## src/rtl/fetch_stage_if.sv

```systemverilog
// Fetch-stage bus bundle: decode-side slot/control signals plus the instruction-memory req/ack channel.
// master is the fetch stage; slave is decode/memory/execute as seen from outside.
interface fetch_stage_if;
    logic        stall;
    logic        redirect;
    logic [15:0] redirect_pc;
    logic        imem_req;
    logic [15:0] imem_addr;
    logic        imem_ack;
    logic [15:0] imem_rdata;
    logic [15:0] instr;
    logic [15:0] pc_inc;
    logic        instr_valid;
    logic        halted;
    logic        err;

    modport master (
        input  stall, redirect, redirect_pc, imem_ack, imem_rdata,
        output imem_req, imem_addr, instr, pc_inc, instr_valid, halted, err
    );

    modport slave (
        output stall, redirect, redirect_pc, imem_ack, imem_rdata,
        input  imem_req, imem_addr, instr, pc_inc, instr_valid, halted, err
    );
endinterface

```

## src/rtl/fetch_stage.sv

```systemverilog
// Instruction fetch: PC, imem req/ack, registered IF/ID slot; instr_valid one cycle after ack.
// Decode stall holds the slot and parks one word in a skid buffer, which gates further requests.
module fetch_stage #(
    parameter logic [15:0] RESET_PC  = 16'h0000,
    parameter logic [15:0] NOP_INSTR = 16'h0800
) (
    input  logic          clk,
    input  logic          rst_n,
    fetch_stage_if.master bus
);

    typedef enum logic [1:0] {FETCH, DRAIN, HALTED} state_t;

    typedef struct packed {
        logic [15:0] instr;
        logic [15:0] pc_inc;
    } slot_t;

    state_t      state_q, state_d;
    logic [15:0] pc_q, pc_d;
    logic [15:0] tgt_q, tgt_d;
    slot_t       slot_q, slot_d;
    logic        slot_vld_q, slot_vld_d;
    slot_t       skid_dat_q, skid_dat_d;
    logic        skid_vld_q, skid_vld_d;
    logic        req_q, req_d;
    logic        halted_q, halted_d;
    logic        err_q, err_d;

    logic        ack;
    logic        slot_free;
    logic        slot_wr;
    logic [15:0] pc_next;
    logic [15:0] redir_pc;

    always_ff @(posedge clk or negedge rst_n) begin
        if (!rst_n) begin
            state_q    <= FETCH;
            pc_q       <= RESET_PC;
            tgt_q      <= RESET_PC;
            slot_q     <= '{instr: NOP_INSTR, pc_inc: 16'h0000};
            slot_vld_q <= 1'b0;
            skid_dat_q <= '0;
            skid_vld_q <= 1'b0;
            req_q      <= 1'b0;
            halted_q   <= 1'b0;
            err_q      <= 1'b0;
        end else begin
            state_q    <= state_d;
            pc_q       <= pc_d;
            tgt_q      <= tgt_d;
            slot_q     <= slot_d;
            slot_vld_q <= slot_vld_d;
            skid_dat_q <= skid_dat_d;
            skid_vld_q <= skid_vld_d;
            req_q      <= req_d;
            halted_q   <= halted_d;
            err_q      <= err_d;
        end
    end

    always_comb begin
        state_d    = state_q;
        pc_d       = pc_q;
        tgt_d      = tgt_q;
        slot_d     = slot_q;
        slot_vld_d = slot_vld_q;
        skid_dat_d = skid_dat_q;
        skid_vld_d = skid_vld_q;
        halted_d   = halted_q;
        err_d      = err_q;
        slot_wr    = 1'b0;
        ack        = req_q && bus.imem_ack;
        slot_free  = !slot_vld_q || !bus.stall;
        pc_next    = pc_q + 16'd2;
        redir_pc   = {bus.redirect_pc[15:1], 1'b0};

        if (bus.redirect) begin
            slot_vld_d   = 1'b0;
            slot_d.instr = NOP_INSTR;
            skid_vld_d   = 1'b0;
            halted_d     = 1'b0;
            if (bus.redirect_pc[0])
                err_d = 1'b1;
            // An unacked request must still complete; park the target until it does.
            if (req_q && !bus.imem_ack) begin
                state_d = DRAIN;
                tgt_d   = redir_pc;
            end else begin
                state_d = FETCH;
                pc_d    = redir_pc;
            end
        end else if (state_q == DRAIN) begin
            if (ack) begin
                state_d = FETCH;
                pc_d    = tgt_q;
            end
        end else begin
            if (ack) begin
                pc_d = pc_next;
                if (slot_free) begin
                    slot_d     = '{instr: bus.imem_rdata, pc_inc: pc_next};
                    slot_vld_d = 1'b1;
                    slot_wr    = 1'b1;
                end else begin
                    skid_dat_d = '{instr: bus.imem_rdata, pc_inc: pc_next};
                    skid_vld_d = 1'b1;
                end
            end else if (skid_vld_q && !bus.stall) begin
                slot_d     = skid_dat_q;
                slot_vld_d = 1'b1;
                skid_vld_d = 1'b0;
                slot_wr    = 1'b1;
            end else if (!bus.stall) begin
                slot_vld_d   = 1'b0;
                slot_d.instr = NOP_INSTR;
            end

            if (slot_wr && (slot_d.instr[15:11] == 5'b00000)) begin
                state_d  = HALTED;
                halted_d = 1'b1;
            end
        end

        req_d = (state_d == DRAIN) || ((state_d == FETCH) && !skid_vld_d);
    end

    assign bus.imem_req    = req_q;
    assign bus.imem_addr   = pc_q;
    assign bus.instr       = slot_q.instr;
    assign bus.pc_inc      = slot_q.pc_inc;
    assign bus.instr_valid = slot_vld_q;
    assign bus.halted      = halted_q;
    assign bus.err         = err_q;

endmodule

```

## src/flat_wrapper.sv

```systemverilog
// flat-port wrapper written by rule: the top's interface ports become plain ports
module fetch_stage_flat 
#(
    parameter logic [15:0] RESET_PC  = 16'h0000,
    parameter logic [15:0] NOP_INSTR = 16'h0800
)
  (clk, rst_n, bus_stall, bus_redirect, bus_redirect_pc, bus_imem_ack, bus_imem_rdata, bus_imem_req, bus_imem_addr, bus_instr, bus_pc_inc, bus_instr_valid, bus_halted, bus_err);
  fetch_stage_if bus_i ();
  input  logic clk;
  input  logic rst_n;
  input wire logic [$bits(bus_i.stall)-1:0] bus_stall;
  input wire logic [$bits(bus_i.redirect)-1:0] bus_redirect;
  input wire logic [$bits(bus_i.redirect_pc)-1:0] bus_redirect_pc;
  input wire logic [$bits(bus_i.imem_ack)-1:0] bus_imem_ack;
  input wire logic [$bits(bus_i.imem_rdata)-1:0] bus_imem_rdata;
  output wire logic [$bits(bus_i.imem_req)-1:0] bus_imem_req;
  output wire logic [$bits(bus_i.imem_addr)-1:0] bus_imem_addr;
  output wire logic [$bits(bus_i.instr)-1:0] bus_instr;
  output wire logic [$bits(bus_i.pc_inc)-1:0] bus_pc_inc;
  output wire logic [$bits(bus_i.instr_valid)-1:0] bus_instr_valid;
  output wire logic [$bits(bus_i.halted)-1:0] bus_halted;
  output wire logic [$bits(bus_i.err)-1:0] bus_err;
  assign bus_i.stall = bus_stall;
  assign bus_i.redirect = bus_redirect;
  assign bus_i.redirect_pc = bus_redirect_pc;
  assign bus_i.imem_ack = bus_imem_ack;
  assign bus_i.imem_rdata = bus_imem_rdata;
  assign bus_imem_req = bus_i.imem_req;
  assign bus_imem_addr = bus_i.imem_addr;
  assign bus_instr = bus_i.instr;
  assign bus_pc_inc = bus_i.pc_inc;
  assign bus_instr_valid = bus_i.instr_valid;
  assign bus_halted = bus_i.halted;
  assign bus_err = bus_i.err;
  fetch_stage #(.RESET_PC(RESET_PC), .NOP_INSTR(NOP_INSTR)) u_core (.clk(clk), .rst_n(rst_n), .bus(bus_i));
endmodule
```

## config.mk

```make
export PLATFORM = sky130hd
export DESIGN_NAME = fetch_stage_flat
export DESIGN_NICKNAME = d
export VERILOG_FILES = /design/src/rtl/fetch_stage_if.sv /design/src/rtl/fetch_stage.sv /design/src/flat_wrapper.sv
export SDC_FILE = /design/constraint.sdc
export NUM_CORES = 1
export LEC_CHECK = 0
export ABC_AREA = 1
export BUFFER_PORTS_ARGS = -buffer_cell sky130_fd_sc_hd__buf_2
export CORE_ASPECT_RATIO = 0.7
export CORE_MARGIN = 5
export CORE_UTILIZATION = 50
export CTS_CLUSTER_SIZE = 14
export DETAILED_ROUTE_END_ITERATION = 7
export PLACE_DENSITY_LB_ADDON = 0.05
export SYNTH_ARGS = -nofsm -noshare
export SYNTH_HDL_FRONTEND = slang
export SYNTH_SLANG_ARGS = --single-unit
```

## constraint.sdc

```tcl
create_clock -name clk -period 2 [get_ports clk]
set_input_delay 0.2 -clock clk [delete_from_list [all_inputs] [get_ports clk]]
set_output_delay 0.2 -clock clk [all_outputs]
set_load 0.005 [all_outputs]
```

==> summary.txt <==
Outcome
  – Status: complete, no violations

Yosys
  – Register bit total from synthesis: 100
  – Mapped Cells: approximately 560
  – Number of flops mapped to enable cells by yosys: 0
  – Post-Synth XOR/XNOR Area: 0.5253%
  – Post-synth cell types: 45
  – Syn nets: around 600
  – Adder-Cell Fraction of Synth Area: 0.2501%
  – Multiplexer area fraction after synthesis: under 10%
  – Post-synthesis simple-gate area fraction: about 22%
  – Largest family of logic cells by synthesized area: simple AND/OR/NAND/NOR gates
  – Mapped Area: around 0.0050 mm2
  – YS warnings: 0
  – Post-synthesis compound-gate area fraction: approximately 17%
  – Ys flop type: dfrtp_1
  – Async SR Flop Fraction: 100.0%
  – Sequential-to-total area share from yosys stat: between 50% and 60%
  – Mapped Avg Cell Area: 8.981 um2

Floorplanning
  – Die X-Extent: around 130 um
  – Std-Cell Rows: 30
  – Ports: 89
  – Core Box Area: between 0.009 and 0.01 mm2
  – Die area: ~0.012 mm2
  – Starting density of the core: 51.45%
  – Die height: 93.69 um

Layout
  – Multi-input gate area: ~0.0021 mm2
  – ANT cells: 0
  – Final core occ: approximately three fifths
  – Fill cells: a little under 900
  – Sequential cell area: about 0.0025 mm2
  – Layout cells sized above 1: between 20% and 30%
  – P&R area growth vs syn: 16.81%
  – Layout Nets: 679

Drt
  – Drt via density: approximately 5.5
  – Vias: ~4,300
  – Post-DRT Antenna Nets: 0
  – Post-route DRC: 0
  – Initial DRC count: roughly 350
  – WL/cell: between 15 and 20 um
  – Total Wirelength: between 10 and 15 mm
  – TritonRoute pass-1 iters: 5

Setup path
  – Reg-to-reg endpoint: u_core.bus.instr[8]$_DFFE_PN0P_
  – Arrival @ worst endpoint: around 2100 ps
  – Crit path capture type: flip-flop
  – Worst R2R Start: u_core.bus.instr_valid$_DFFE_PN0P_
  – WP data required: 2280 ps
  – CP max FO: 12
  – Reg2reg setup slack: about 160 ps
  – Crit path launch type: flip-flop
  – CP Class: reg -> reg
  – R2R cell count: 3

STA
  – Setup TNS Final: 0 ps
  – Setup slack after layout: 157.6 ps
  – Max-slew violations: 0
  – Max Clk Rate: between 0.5 and 0.6 GHz
  – Worst Tran Pin Value: 1017 ps
  – RSZ-0062 raised after global routing: no
  – # setup viols final: 0
  – Tmin final: 1842 ps
  – Period utilisation layout: roughly 92%
  – Worst Skew: 8.299 ps
  – Headroom to the max-slew limit: 31.77%
  – Final Hold Vio Count: 0

Clock network
  – Clock slew at reported path FFs: approximately 70 ps
  – Clock Path Buffers: 2
  – Clock latency on the worst-skew pair: approximately 350 ps
  – CTS root buf: clkbuf_16
  – Clock sinks: 100
  – Number of buffers created by CTS: 9
  – H-tree levels: 3
  – CTS tree: yes

GRT
  – Remaining Overflow, GRT: 0
  – Largest net degree at the start of global routing: 50
  – First-pass GRT wire length: 21.23 mm
  – Number of global-route vias before repair: between 4,000 and 5,000
  – Initial antenna violation count: 0
  – GRT Total Usage: about 22%

Pwr
  – Leakage: 2.982 nW
  – Peak VDD IR: 0.7000 mV
  – PD cells: around 1100 mW/mm2

Hold path
  – Worst hold endpoint: u_core.bus.err$_DFFE_PN0P_
  – HP Start: bus_redirect_pc[0]
  – Hold Path Depth: 2
  – HP Class: in -> reg

Place
  – Hpwl dp: 9.296 mm
  – # port buffers: 87
  – Dpl ws: about 170 ps
  – GPL Wtd Cong: 0.8494

Job
  – Maximum capacitance violations: 0
[per-stage QoR]
stage	power (W)	cell area, um2	hold WS [ps]	instances
floorplan	0.004072	5002	-95.59	557
global placement	0.004694	5507	170.4	757
detailed placement	0.004757	5507	168.4	757
CTS	0.006676	5842	52.70	774
global route	0.007053	5843	46.16	774
finish	0.006630	5843	59.37	774
[cells in the mapped netlist (2+ instances only)]
master | number | share of area, %
a21oi_1 | 22 | 2.2
a221oi_1 | 8 | 1.4
a22o_1 | 8 | 1.4
a22oi_1 | 11 | 1.7
a2bb2oi_1 | 3 | 0.53
a2bb2oi_2 | 8 | 2.4
a31oi_1 | 5 | 0.63
buf_2 | 7 | 0.70
buf_4 | 7 | 1.1
buf_6 | 8 | 1.8
clkbuf_1 | 5 | 0.38
dfrtp_1 | 99 | 50
inv_1 | 46 | 3.5
inv_2 | 5 | 0.38
inv_4 | 2 | 0.25
mux2_2 | 9 | 2.0
mux2_4 | 2 | 0.60
nand2_1 | 161 | 12
nand2_2 | 3 | 0.38
nand3_1 | 35 | 3.5
nand3_2 | 3 | 0.60
nand4_1 | 4 | 0.50
nor2_1 | 19 | 1.4
nor2_2 | 2 | 0.25
nor2_4 | 6 | 1.4
nor3_1 | 3 | 0.30
o21ai_0 | 36 | 3.6
o21ai_1 | 6 | 0.60
o21ai_2 | 5 | 0.88
o21bai_1 | 2 | 0.30
xor2_1 | 3 | 0.53
[layout make-up]
cell class / instances / share of cell area (%)
Sequential cell: 100 / 42.87
Timing Repair Buffer: 100 / 9.422
Clock buffer: 9 / 3.854
Multi-Input combinational cell: 376 / 35.76
Clock inverter: 7 / 1.713
Inverter: 54 / 3.640
Tap cell: 128 / 2.741
[worst max path at each step]
stage	from	endpoint	slack (ps)
after floorplan	u_core.bus.imem_addr[1]$_DFFE_PN0P_	u_core.bus.imem_addr[7]$_DFFE_PN0P_	520
after global placement	u_core.bus.imem_addr[1]$_DFFE_PN0P_	u_core.bus.imem_addr[7]$_DFFE_PN0P_	250
after detailed placement	u_core.bus.instr_valid$_DFFE_PN0P_	u_core.bus.instr[8]$_DFFE_PN0P_	170
after CTS	u_core.bus.instr_valid$_DFFE_PN0P_	u_core.bus.instr[8]$_DFFE_PN0P_	150
after global routing	u_core.bus.imem_req$_DFF_PN0_	u_core.bus.instr[7]$_DFFE_PN0P_	50
final	u_core.bus.instr_valid$_DFFE_PN0P_	u_core.bus.instr[8]$_DFFE_PN0P_	160
[registers in the layout (all words and copies together), names as in the netlist, 2 cells and up]
signal and count:
u_core.skid_dat_q 31, u_core.tgt_q 15, u_core.bus.instr 16, u_core.bus.imem_addr 15, u_core.state_q 2, u_core.bus.pc_inc 16
[worst max-delay path, cell delays in order, from the launching register on]
cell,delay [ps]
dfrtp_1,550
o21ai_0,140
o21ai_1,800
a22o_1,280
[kinds of logic (layout without fill, tap and decap cells)]
family	count (synthesis)	in the layout
muxes	11	11
other	1	1
and+or+nand+nor	240	240
adders and majority gates	1	1
DFF	100	100
buffers and inverters	81	170
xor gates and xnor gates	3	3
AOI/OAI and AO/OA	120	120
[per-layer routing]
metal | global-route usage [%] | part of all wire [%] | wire length [um] | up-vias
li1 | - | - | - | 2023
met1 | 31.74 | 47 | 6029 | 2109
met2 | 34.74 | 47 | 5969 | 115
met3 | 4.545 | 5.0 | 645 | 21
met4 | 5.796 | 1.5 | 191 | 0
met5 | 0 | 0 | 0 | -
[power by group]
part / switching, W / internal [W] / total [W]
registers: 0.000393 / 0.00260 / 0.00299
clock network: 0.000801 / 0.00111 / 0.00191
logic: 0.000983 / 0.000750 / 0.00173
total: 0.00218 / 0.00445 / 0.00663
[cells in the final DEF, fill, tap and decap left out, types with 3 or more instances in the layout]
cell	Yosys	final
a21oi_1	22	22
a221oi_1	8	8
a22o_1	8	8
a22oi_1	11	11
a2bb2oi_1	3	3
a2bb2oi_2	8	8
a31oi_1	5	5
buf_2	7	86
buf_4	7	12
clkbuf_16	0	9
dfrtp_1	99	98
inv_1	46	46
inv_2	5	5
mux2_2	9	9
nand2_1	161	161
nand2_2	3	3
nand3_1	35	35
nand3_2	3	3
nand4_1	4	4
nor2_1	19	19
nor2_4	6	6
nor3_1	3	3
o21ai_0	36	36
o21ai_1	6	6
o21ai_2	5	5
xor2_1	3	3
[what timing repair did]
item | in CTS | in global routing
resized for setup | 0 | 1
buffers inserted | 0 | 0
endpoints found under the setup margin | 0 | 1
hold buffers | 1 | 0
hold endpoints to repair | 29 | 0
(Power assumes the default switching activity.)
